`src/rtl/product_bcd_conv_if.sv`:
```
// rtl/product_bcd_conv_if.sv - product in / BCD result out handshake bundle
interface product_bcd_conv_if #(
  parameter int N = 4,
  parameter int D = 3
);
  logic             in_valid;
  logic [2*N-1:0]   in_data;
  logic             out_ready;
  logic             busy;
  logic             out_valid;
  logic [4*D-1:0]   bcd;
  logic             neg;

  // Upstream/downstream side: supplies the product, consumes the result
  modport master (
    output in_valid, in_data, out_ready,
    input  busy, out_valid, bcd, neg
  );

  // Converter side
  modport slave (
    input  in_valid, in_data, out_ready,
    output busy, out_valid, bcd, neg
  );
endinterface

```
`src/rtl/product_bcd_conv.sv`:
```
// rtl/product_bcd_conv.sv - signed product to sign + BCD magnitude (double dabble); optional PBC_OVERRUN_EN
module product_bcd_conv #(
  parameter int N = 4,
  parameter int D = 3
) (
  input  logic                  clk,
  input  logic                  rst,
  product_bcd_conv_if.slave     bus,
  output logic [2:0]            S
`ifdef PBC_OVERRUN_EN
  ,
  output logic                  overrun
`endif
);

  localparam int W  = 2 * N;
  localparam int BW = 4 * D;
  localparam int CW = $clog2(W + 1);

  typedef enum logic [2:0] {
    IDLE  = 3'd0,
    ADJ   = 3'd1,
    SHIFT = 3'd2,
    DONE  = 3'd3
  } state_t;

  state_t          state;
  logic            in_prev;
  logic [W-1:0]    mag;
  logic [BW-1:0]   work;
  logic [CW-1:0]   cnt;

  logic            accept_ev;
  logic [W-1:0]    abs_in;
  logic [BW-1:0]   work_sh;

  // Rising edge of the upstream done level is the only thing that starts a conversion
  assign accept_ev = bus.in_valid & ~in_prev;
  // Most negative product wraps to 2^(W-1), which still fits as unsigned W bits
  assign abs_in    = bus.in_data[W-1] ? (~bus.in_data + W'(1)) : bus.in_data;
  // Next work value: magnitude MSB shifts into the BCD digits
  assign work_sh   = {work[BW-2:0], mag[W-1]};
  assign S         = state;

  // Add 3 to every digit that would overflow past 9 after the next doubling
  function automatic logic [BW-1:0] bcd_adj(input logic [BW-1:0] w);
    logic [BW-1:0] r;
    r = w;
    for (int i = 0; i < D; i++) begin
      if (w[4*i +: 4] >= 4'd5) r[4*i +: 4] = w[4*i +: 4] + 4'd3;
    end
    return r;
  endfunction

  // Conversion FSM: IDLE -> (ADJ -> SHIFT) x W -> DONE, all outputs registered
  always_ff @(posedge clk) begin
    if (!rst) begin
      state         <= IDLE;
      in_prev       <= 1'b1;
      mag           <= '0;
      work          <= '0;
      cnt           <= '0;
      bus.busy      <= 1'b0;
      bus.out_valid <= 1'b0;
      bus.bcd       <= '0;
      bus.neg       <= 1'b0;
`ifdef PBC_OVERRUN_EN
      overrun       <= 1'b0;
`endif
    end else begin
      in_prev <= bus.in_valid;
`ifdef PBC_OVERRUN_EN
      if (accept_ev && state != IDLE) overrun <= 1'b1;
`endif
      case (state)
        IDLE: begin
          if (accept_ev) begin
            bus.neg  <= bus.in_data[W-1];
            mag      <= abs_in;
            work     <= '0;
            cnt      <= CW'(W);
            bus.busy <= 1'b1;
            state    <= ADJ;
          end
        end
        ADJ: begin
          work  <= bcd_adj(work);
          state <= SHIFT;
        end
        SHIFT: begin
          work <= work_sh;
          mag  <= {mag[W-2:0], 1'b0};
          cnt  <= cnt - CW'(1);
          if (cnt == CW'(1)) begin
            bus.bcd       <= work_sh;
            bus.busy      <= 1'b0;
            bus.out_valid <= 1'b1;
            state         <= DONE;
          end else begin
            state <= ADJ;
          end
        end
        DONE: begin
          if (bus.out_ready) begin
            bus.out_valid <= 1'b0;
            state         <= IDLE;
          end
        end
        default: begin
          bus.busy      <= 1'b0;
          bus.out_valid <= 1'b0;
          state         <= IDLE;
        end
      endcase
    end
  end

endmodule

```
`src/flat_wrapper.sv`:
```
// flat-port wrapper written by rule: the top's interface ports become plain ports
module product_bcd_conv_flat 
#(
  parameter int N = 4,
  parameter int D = 3
)
  (clk, rst, S, bus_in_valid, bus_in_data, bus_out_ready, bus_busy, bus_out_valid, bus_bcd, bus_neg);
  product_bcd_conv_if #(.N(N), .D(D)) bus_i ();
  input  logic clk;
  input  logic rst;
  output logic [2:0] S;
  input wire logic [$bits(bus_i.in_valid)-1:0] bus_in_valid;
  input wire logic [$bits(bus_i.in_data)-1:0] bus_in_data;
  input wire logic [$bits(bus_i.out_ready)-1:0] bus_out_ready;
  output wire logic [$bits(bus_i.busy)-1:0] bus_busy;
  output wire logic [$bits(bus_i.out_valid)-1:0] bus_out_valid;
  output wire logic [$bits(bus_i.bcd)-1:0] bus_bcd;
  output wire logic [$bits(bus_i.neg)-1:0] bus_neg;
  assign bus_i.in_valid = bus_in_valid;
  assign bus_i.in_data = bus_in_data;
  assign bus_i.out_ready = bus_out_ready;
  assign bus_busy = bus_i.busy;
  assign bus_out_valid = bus_i.out_valid;
  assign bus_bcd = bus_i.bcd;
  assign bus_neg = bus_i.neg;
  product_bcd_conv #(.N(N), .D(D)) u_core (.clk(clk), .rst(rst), .bus(bus_i), .S(S));
endmodule
```
`config.mk`:
```
export PLATFORM = sky130hd
export DESIGN_NAME = product_bcd_conv_flat
export DESIGN_NICKNAME = d
export VERILOG_FILES = /design/src/rtl/product_bcd_conv_if.sv /design/src/rtl/product_bcd_conv.sv /design/src/flat_wrapper.sv
export SDC_FILE = /design/constraint.sdc
export NUM_CORES = 1
export LEC_CHECK = 0
export CAP_MARGIN = 20
export CORE_ASPECT_RATIO = 0.75
export CORE_MARGIN = 2
export CORE_UTILIZATION = 54
export DETAILED_ROUTE_END_ITERATION = 12
export GPL_ROUTABILITY_DRIVEN = 0
export PLACE_DENSITY = 0.74
export SYNTH_ARGS = -nofsm -noshare
export SYNTH_HDL_FRONTEND = slang
export SYNTH_SLANG_ARGS = --single-unit
```
`constraint.sdc`:
```
create_clock -name clk -period 5.31 [get_ports clk]
set_input_delay 1.062 -clock clk [delete_from_list [all_inputs] [get_ports clk]]
set_output_delay 1.062 -clock clk [all_outputs]
set_load 0.03 [all_outputs]
```
Yosys cells after proc, flatten, opt, wreduce, memory -nomap -nowiden
Cells that the tools add are included.
{"block": "classes", "n_addsub": 5, "n_lt_le_gt_ge": 3, "eq_ne": 10, "mux": 20, "n_bitwise": 5, "reduce_logical": 14}
{"op": "one-hot mux 12 bit (3 select lines)", "n": 1}
{"op": "two-way mux 4 bit", "n": 4}
{"op": "two-way mux 8 bit", "n": 2}
{"op": "one-hot mux 8 bit (2 select lines)", "n": 1}
{"op": "AND reduction 3 bit", "n": 5}
{"op": "adder 4 x 2 -> 4 bit (second input constant)", "n": 3}
{"op": ">= comparator 4 x 3 -> 1 bit (second input constant)", "n": 3}
{"op": "two-way mux 12 bit", "n": 1}
{"op": "one-hot mux 3 bit (4 select lines)", "n": 1}
{"op": "!= test 2 x 1 -> 1 bit (second input constant)", "n": 5}
{"op": "adder 8 x 1 -> 8 bit (second input constant)", "n": 1}
{"op": "inverter 8 bit", "n": 1}
{"op": "one-hot mux 4 bit (2 select lines)", "n": 1}
{"op": "AND reduction 2 bit", "n": 4}
{"op": "== test 3 x 2 -> 1 bit (second input constant)", "n": 2}
{"op": "two-way mux 3 bit", "n": 2}
{"op": "one-hot mux 1 bit (3 select lines)", "n": 2}
{"op": "== test 4 x 1 -> 1 bit (second input constant)", "n": 1}
{"op": "two-way mux 1 bit", "n": 4}
{"op": "OR reduction 2 bit", "n": 2}
{"op": "subtractor 4 x 1 -> 4 bit (second input constant)", "n": 1}
{"op": "== test 3 x 1 -> 1 bit (second input constant)", "n": 1}
{"op": "zero test 3 bit", "n": 1}
{"op": "inverter 1 bit", "n": 3}
{"op": "other kinds (5)", "n": 5}
{"block": "word_totals", "register_bits": 43, "in_bits": 12, "out_inout_bits": 18, "wordCells": 68}

Depth between registers and ports, before layout
Gate-level depths: netlist (run 1).
{"block": "depth", "ltp_word": 5, "ltp_mapped": 8, "depth_no_buf": 6}

Worst setup path after synthesis (run 1)
OpenSTA, ideal clock, no wires.
{"block": "synth_path", "kind": "input-to-reg", "start": "input port bus_in_data[0]", "end": "register u_core.mag[4]", "setup_time_ns": 0.117, "arrival_time_ns": 2.200, "required_ns": 5.193, "setup_slack_ns": 2.993, "cell_stages": 6, "path_buffers": 0, "path_cell_list": "inv_1 -> ha_1 -> or3b_2 -> a211oi_1 -> a31oi_1 -> a32o_1"}
{"block": "synth_between", "elab_chain_cells": 5}
{"element": "from (decl)", "line": "flat_wrapper.sv:13", "text": "input wire logic [$bits(bus_i.in_data)-1:0] bus_in_data;"}
{"element": "inverter 8 bit", "line": "product_bcd_conv.sv:40", "text": "assign abs_in = bus.in_data[W-1] ? (~bus.in_data + W'(1)) : bus.in_data;"}
{"element": "adder 8 x 1 -> 8 bit", "line": "product_bcd_conv.sv:40"}
{"element": "two-way mux 8 bit", "line": "product_bcd_conv.sv:40"}
{"element": "two-way mux 8 bit", "line": "product_bcd_conv.sv:77", "text": "if (accept_ev) begin"}
{"element": "one-hot mux 8 bit (2 select lines)", "line": "product_bcd_conv.sv:75", "text": "case (state)"}
{"element": "to (signal assigned)", "line": "product_bcd_conv.sv:79", "text": "mag <= abs_in;"}
{"element": "to (signal assigned)", "line": "product_bcd_conv.sv:92", "text": "mag <= {mag[W-2:0], 1'b0};"}
{"element": "to (decl)", "line": "product_bcd_conv.sv:29", "text": "logic [W-1:0] mag;"}
No other way between the ends. The select of a mux whose other input is x is not followed.
A chain may end at the register's enable or synchronous reset.

Final worst setup path (run 1)
{"block": "layout_path", "start": "register u_core.state[0], in the netlist u_core.S[0]", "end": "register u_core.bus.bcd[8]"}
{"block": "layout_between", "elab_chain_cells": 2}
{"element": "from (decl)", "line": "product_bcd_conv.sv:27", "text": "state_t state;"}
{"element": "from (signal assigned)", "line": "product_bcd_conv.sv:58", "text": "state <= IDLE;"}
{"element": "from (signal assigned)", "line": "product_bcd_conv.sv:83", "text": "state <= ADJ;"}
{"element": "from (signal assigned)", "line": "product_bcd_conv.sv:88", "text": "state <= SHIFT;"}
{"element": "== test 3 x 2 -> 1 bit", "line": "product_bcd_conv.sv:75"}
{"element": "AND reduction 2 bit (no line)"}
{"element": "to (signal assigned)", "line": "product_bcd_conv.sv:95", "text": "bus.bcd <= work_sh;"}
{"element": "to (decl)", "line": "product_bcd_conv_if.sv:23", "text": "output busy, out_valid, bcd, neg"}
No other way between the ends.

==> summary.txt, run 1 <==
fin. max-slew vios: 0
H-tree levels: 2
Die ar.: 5030 um^2
CTS tree: built
complex-gate fraction of the synthesized area: 25.6%
worst-margin pin slew: 936 ps
RSZ-0062 raised after global routing: no
startpoint types: register
Die Y: 61.9 um
vias in the first global route: 1911
nets: 337
Inserted Clock Buffers: 5
DRC violations left: 0
Hold WC Path Type: reg -> reg
# diodes: 0
final wirelength: 5480 um
Synth area leaders: dfxtp_1, a21boi_0, ha_1
main combinational cell family by area after synthesis: compound AO/OA/AOI/OAI gates
vias per inst: 5.87
Core Region: 4390 um^2
maximum VDD drop: 234 uV
Synth top cells by count: dfxtp_1, nand2_1, o21ai_0, a21boi_0, inv_1
CP arrival: 3150 ps
Rows: 21
FFs w/ async S/R, synth: 0%
Initial Util: 55.1%
drt pass-1 iters: 4
synthesized net count: 319
number of port buffers: 28
Register-to-Register Path Depth: 6
end of the worst hold path: u_core.bus.bcd[2]
prevailing post-synth register cell: dfxtp_1
setup bufs post-CTS: 0
MaxCap Viol Count: 0
total number of yosys warnings: 0
fillcell total: 378
CTS Sinks: 42
Global Route Usage Sum: 24.0%
Final period util: 55.1%
post-cts gate resize count: 0
final setup fails: 0
outcome: finished clean
r2r startpoint: u_core.S[0]
sequential share of the synthesized area: 34.8%
post-synth cell types: 53
Hold Path Origin: u_core.bus.bcd[2]
Clk Tree Root Cell: clkbuf_8
Max Buffers Root-to-Sink: 2
Worst EP required: 5540 ps
Final ANT Viol Nets: 0
largest net degree at the start of global routing: 27
initial antenna violation count: 0
area leader, netlist: dfxtp_1
HPWL after DPL: 3730 um
adder-cell share of the synthesized area: 7.25%
Total Power: 0.000665 W
synthesized area per cell: 8.25 um^2
leakage: 0.945 nW
Synth Area in Simple Gates: 20.8%
layout cells sized above 1: 4.81%
share of the synthesized area in the top cell type: 34.8%
hold depth: 2
WS Path Type: reg -> reg
post-synthesis register bit count: 42
Clock Skew: 6.73 ps
max_slew headroom: 37.4%
width of the die: 81.2 um
IO Pins: 30
Peak Freq: 342 MHz
first-pass GRT wire length: 9160 um
area of the mapped netlist: 2420 um^2
Initial DRC Count: 160
PwrDens: 239 nW/um^2
Hold Buf Count CTS: 0
Setup crit end kind: register
CTS clk-pin slew, worst paths: 80 ps
final core utilization: 63.4%
RR Endpoint: u_core.bus.bcd[8]
Final Hold Slack: 462 ps
Congestion Overflow GR: 0
Worst-Skew Late Latency: 300 ps
DR vias: 2167
Final Hold Fails: 0
Tmin final: 2920 ps
reg2reg setup slack: 2390 ps
P&R area growth vs syn: 15.2%
worst-path maximum fanout: 23
count of flip-flops with a built-in enable after synthesis: 0
setup TNS: 0 ps
count leader, synth: dfxtp_1
Synth Area in XOR/XNOR: 3.26%
Wirelength per Cell: 14.9 um
Post-Syn Instances: 293
post-synthesis mux area share: 1.66%
[layout make-up]
cell class                      count  area [um^2]  area share, %
Clock buffer                        7         76.3           2.74
Timing Repair Buffer               29          288           10.3
Multi-Input combinational cell    217         1420           50.9
Inverter                           16         60.1           2.16
Sequential cell                    42          841           30.2
Clock inverter                      1         30.0           1.08
Tap cell                           57         71.3           2.56
[critical path: stages (launching register included)]
cell	delay (ps)
dfxtp_1	380
inv_1	140
ha_1	720
inv_1	480
nor2_1	790
nand2_1	150
a21boi_0	180
[kinds of logic (layout without fill, tap and decap cells)]
group           Yosys count  in the layout
compound gates           91             91
xor+xnor                  9              9
fa+ha+maj                14             14
buf+inv                  34             53
flops                    42             42
mux                       4              4
other cells               1              1
simple gates             98             98
[flip-flops by register name, summed over array words and instances (netlist names)]
register              count
u_core.work              12
u_core.S                  2
u_core.mag                8
u_core.cnt                4
u_core.bus.neg            1
u_core.bus.out_valid      1
u_core.in_prev            1
u_core.bus.busy           1
u_core.bus.bcd           12
[placed cells by master (no fill, tap or decap), types with 6 or more instances in the layout]
master	count
nand4_1	10
nor2_1	10
dfxtp_1	42
a21boi_0	24
nand2b_1	6
inv_1	15
clkdlybuf4s50_1	28
nor2b_1	11
nand3_1	8
nand2_1	36
o21ai_0	27
ha_1	14
o22ai_1	7
[through the flow]
step                worst slack [ps]  cell area (um^2)  cells
floorplan                       2990              2420    293
global placement                2430              2680    361
detailed placement              2370              2680    361
CTS                             2400              2780    369
global route                    2020              2780    369
finish                          2390              2780    369
[per-layer routing]
layer	GRT usage (%)	up-vias	routed length [um]
li1	-	1074	-
met1	34.4	1030	2840
met2	36.6	57	2290
met3	4.77	6	284
met4	7.51	0	60
met5	0	-	0
[worst max-delay path by stage]
stage                        start                end  slack [ps]  depth (start not counted)
floorplan           bus_in_data[0]      u_core.mag[4]        2990                          6
global placement      bus_in_valid        u_core.S[0]        2430                          5
detailed placement  bus_in_data[0]      u_core.mag[4]        2370                          7
CTS                    u_core.S[0]  u_core.bus.bcd[8]        2400                          6
global route           u_core.S[0]  u_core.bus.bcd[8]        2020                          6
finish                 u_core.S[0]  u_core.bus.bcd[8]        2390                          6
[power breakdown]
part | internal (W) | leakage, nW | switching [W] | total (W)
clock network | 0.000141 | 0.0524 | 0.000113 | 0.000254
registers | 0.000321 | 0.340 | 0.00000530 | 0.000327
logic | 0.0000348 | 0.553 | 0.0000497 | 0.0000845
Note: power is estimated with default switching activity, not from simulation.
==> inputs of run 2 (changes only) <==
==> constraint.sdc (replaced) <==
create_clock -name clk -period 2.8 [get_ports clk]
set_input_delay 0.56 -clock clk [delete_from_list [all_inputs] [get_ports clk]]
set_output_delay 0.56 -clock clk [all_outputs]
set_load 0.03 [all_outputs]
==> summary.txt, run 2 (synthesis gave the netlist of run 1 again) <==
startpoint types: input pin
Critical Path Max Stage Delay: 470 ps
RR Endpoint: u_core.bus.bcd[10]
Final period util: 75.6%
IO Pins: 30
fin. max-slew vios: 0
initial antenna violation count: 0
Final Hold Fails: 0
Inserted Clock Buffers: 5
CP Cell Sequence: clkdlybuf4s50_1, inv_1, ha_1, or3b_2, a211oi_1, a31oi_1, a32o_1
Peak Freq: 472 MHz
commonest non-fill, non-tap cell in the layout: dfxtp_1
P&R area growth vs syn: 16.9%
worst-path maximum fanout: 4
Rows: 21
critical path's slowest cell: or3b_2
final core utilization: 64.4%
setup TNS: 0 ps
Register-to-Register Path Depth: 6
first-pass GRT wire length: 8690 um
DP Cell Count: 366
largest net degree at the start of global routing: 23
width of the die: 81.2 um
MaxCap Viol Count: 0
number of port buffers: 28
r2r startpoint: u_core.cnt[1]
Die Y: 61.9 um
H-tree levels: 2
Hold Buf Count CTS: 0
# diodes: 0
vias in the first global route: 1850
Wirelength per Cell: 14.1 um
leakage: 0.974 nW
Final ANT Viol Nets: 0
CTS tree: built
Hold WC Path Type: reg -> reg
Hold Path Origin: u_core.bus.bcd[0]
Final Hold Slack: 464 ps
RSZ-0062 raised after global routing: no
most frequent cells in the layout: dfxtp_1, nand2_1, clkdlybuf4s50_1
final wirelength: 5260 um
DRC violations left: 0
drt pass-1 iters: 4
Post-DP Area: 2720 um^2
maximum VDD drop: 310 uV
post-cts gate resize count: 0
final setup fails: 0
Global Route Usage Sum: 22.8%
Congestion Overflow GR: 0
max_slew headroom: 44.3%
CTS clk-pin slew, worst paths: 80 ps
DR vias: 2112
outcome: finished clean
Initial DRC Count: 123
Worst EP required: 2990 ps
CTS Sinks: 42
Setup crit end kind: register
Core Region: 4390 um^2
PwrDens: 445 nW/um^2
HPWL after DPL: 3720 um
setup bufs post-CTS: 0
Max Buffers Root-to-Sink: 2
Clk Tree Root Cell: clkbuf_8
end of the worst hold path: u_core.bus.bcd[0]
WS Path Type: in -> reg
hold depth: 2
nets: 342
Die ar.: 5030 um^2
Worst-Skew Late Latency: 300 ps
Post-Layout Inst Area: 2820 um^2
Clock Skew: 12.2 ps
worst-margin pin slew: 833 ps
reg2reg setup slack: 800 ps
vias per inst: 5.65
Initial Util: 55.1%
CP arrival: 2310 ps
final cell count without fillers: 374
leading registers by flop count: u_core.bus.bcd (12), u_core.work (12), u_core.mag (8)
Tmin final: 2120 ps
layout cells sized above 1: 6.94%
-- run 2: layout make-up --
| cell class | instances | area (um^2) |
|---|---|---|
| Sequential cell | 42 | 841 |
| Fill cell | 360 | 1560 |
| Clock buffer | 5 | 68.8 |
| Clock inverter | 3 | 40.0 |
| Multi-Input combinational cell | 217 | 1420 |
| Inverter | 16 | 60.1 |
| Tap cell | 57 | 71.3 |
| Timing Repair Buffer | 34 | 325 |
-- run 2: critical path: cells and delay by family --
| kind | cells | cell delay (ps) |
|---|---|---|
| compound gates | 3 | 510 |
| fa+ha+maj | 1 | 210 |
| buf+inv | 2 | 540 |
| simple gates | 1 | 470 |
-- run 2: power breakdown --
group          total (W)  leakage [nW]  switching [W]  internal (W)
clock network   0.000475        0.0579       0.000213      0.000262
logic           0.000161         0.576      0.0000925     0.0000681
registers       0.000619         0.340     0.00000999      0.000609
-- run 2: worst max-delay path by stage --
stage                              start              end  slack [ps]
after global placement    bus_in_data[0]    u_core.mag[4]         420
after detailed placement  bus_in_data[1]    u_core.mag[4]         380
after floorplan              u_core.S[1]  u_core.bus.busy         840
final                     bus_in_data[1]    u_core.mag[4]         680
after CTS                 bus_in_data[1]    u_core.mag[4]         690
after global routing      bus_in_data[0]    u_core.mag[4]         600
-- run 2: per-stage QoR --
step	worst slack (ps)	power (W)
final	683	0.00126
after global routing	602	0.00131
after CTS	692	0.00126
after detailed placement	376	0.000792
after global placement	422	0.000791
after floorplan	843	0.000741
-- run 2: layer usage --
| layer | up-vias | part of all wire (%) | wire length [um] | track usage (%) |
|---|---|---|---|---|
| li1 | 1081 | - | - | - |
| met1 | 974 | 52 | 2710 | 32.8 |
| met2 | 48 | 41 | 2170 | 33.4 |
| met3 | 9 | 5.7 | 300 | 6.07 |
| met4 | 0 | 1.3 | 70 | 7.02 |
| met5 | - | 0 | 0 | 0 |
==> inputs of run 3 (changes only) <==
==> constraint.sdc (replaced) <==
create_clock -name clk -period 2.12 [get_ports clk]
set_input_delay 0.424 -clock clk [delete_from_list [all_inputs] [get_ports clk]]
set_output_delay 0.424 -clock clk [all_outputs]
set_load 0.03 [all_outputs]
==> summary.txt, run 3 (synthesis gave the netlist of run 1 again) <==
Worst-Skew Late Latency: 290 ps
Clock Skew: 14.5 ps
leakage: 1.01 nW
Core Region: 4390 um^2
Tmin final: 1950 ps
vias in the first global route: 1975
largest net degree at the start of global routing: 25
DRC violations left: 0
RSZ-0062 raised after global routing: no
first-pass GRT wire length: 8970 um
Global Route Usage Sum: 23.2%
DR vias: 2136
fin. max-slew vios: 0
final wirelength: 5300 um
r2r startpoint: u_core.S[0]
setup slack after layout: 165 ps
Hold Buf Count CTS: 0
drt pass-1 iters: 4
Wirelength per Cell: 13.8 um
leading registers by flop count: u_core.bus.bcd (12), u_core.work (12), u_core.mag (8)
setup bufs post-CTS: 0
HPWL after DPL: 3780 um
Final period util: 92.2%
worst setup path endpoint: u_core.mag[6]
Final Hold Fails: 0
nets: 351
Die Y: 61.9 um
Peak Freq: 512 MHz
Hold WC Path Type: reg -> reg
Initial Util: 55.1%
CTS clk-pin slew, worst paths: 90 ps
MaxCap Viol Count: 0
final setup fails: 0
H-tree levels: 2
vias per inst: 5.58
Inserted Clock Buffers: 5
IO Pins: 30
RR Endpoint: u_core.mag[6]
Die ar.: 5030 um^2
maximum VDD drop: 414 uV
worst-path maximum fanout: 13
P&R area growth vs syn: 19.2%
CTS tree: built
Final ANT Viol Nets: 0
most frequent cells in the layout: dfxtp_1, nand2_1, clkdlybuf4s50_1
Max Buffers Root-to-Sink: 2
number of port buffers: 28
Rows: 21
CTS Sinks: 42
width of the die: 81.2 um
outcome: finished clean
commonest non-fill, non-tap cell in the layout: dfxtp_1
Clk Tree Root Cell: clkbuf_8
reg2reg setup slack: 170 ps
initial antenna violation count: 0
Setup crit start: u_core.S[0]
startpoint types: register
PwrDens: 552 nW/um^2
Congestion Overflow GR: 0
CP arrival: 2170 ps
Worst EP required: 2330 ps
final core utilization: 65.6%
Setup crit end kind: register
WS Path Type: reg -> reg
layout cells sized above 1: 9.82%
# diodes: 0
Initial DRC Count: 117
Register-to-Register Path Depth: 7
max_slew headroom: 63.1%
pre-CTS WS: -55.0 ps
worst-margin pin slew: 548 ps
==> run 3: through the flow <==
step	setup TNS, ps	power, W	cells	hold slack (ps)	area, um^2
finish	0	0.00159	383	463	2880
global route	0	0.00166	383	496	2880
CTS	0	0.00159	383	466	2880
detailed placement	-55.0	0.00106	375	455	2780
global placement	-19.7	0.00106	375	448	2780
floorplan	0	0.000979	293	438	2420
==> run 3: how the worst min path moves through the flow <==
stage                     slack (ps)           endpoint  cells past startpoint              start
after floorplan                  440      u_core.mag[2]                      2      u_core.mag[2]
after global placement           450  u_core.bus.bcd[6]                      2  u_core.bus.bcd[6]
after detailed placement         460  u_core.bus.bcd[2]                      2  u_core.bus.bcd[2]
after CTS                        470  u_core.bus.bcd[2]                      2  u_core.bus.bcd[2]
after global routing             500      u_core.mag[6]                      2      u_core.mag[6]
final                            460  u_core.bus.bcd[2]                      2  u_core.bus.bcd[2]
==> run 3: power breakdown <==
part           switching (W)  internal, W  total, W
logic               0.000125    0.0000997  0.000225
clock network       0.000285     0.000262  0.000548
registers          0.0000127     0.000805  0.000818
==> run 3: timing repair <==
item / CTS / global route
setup endpoints to repair: 0 / 1
resized for setup: 0 / 1
endpoints found under the hold margin: 0 / 0
==> run 3: layer usage <==
metal	global-route usage (%)	vias to the layer above	wire (um)
met1	32.9	979	2770
met3	5.20	4	318
li1	-	1100	-
met5	0	-	0
met4	6.30	0	38
met2	36.1	53	2170
==> run 3: cell type report <==
type | instances | area [um^2]
Multi-Input combinational cell | 217 | 1420
Tap cell | 57 | 71.3
Clock inverter | 2 | 12.5
Sequential cell | 42 | 841
Fill cell | 361 | 1510
Timing Repair Buffer | 43 | 393
Clock buffer | 6 | 82.6
Inverter | 16 | 60.1
==> run 3: worst max-delay path, cell delays in order (launching register included) <==
cell,delay [ps]
dfxtp_1,460
inv_1,130
ha_1,240
buf_4,190
nand2b_1,200
or3_1,330
a31o_2,200
a21boi_0,130
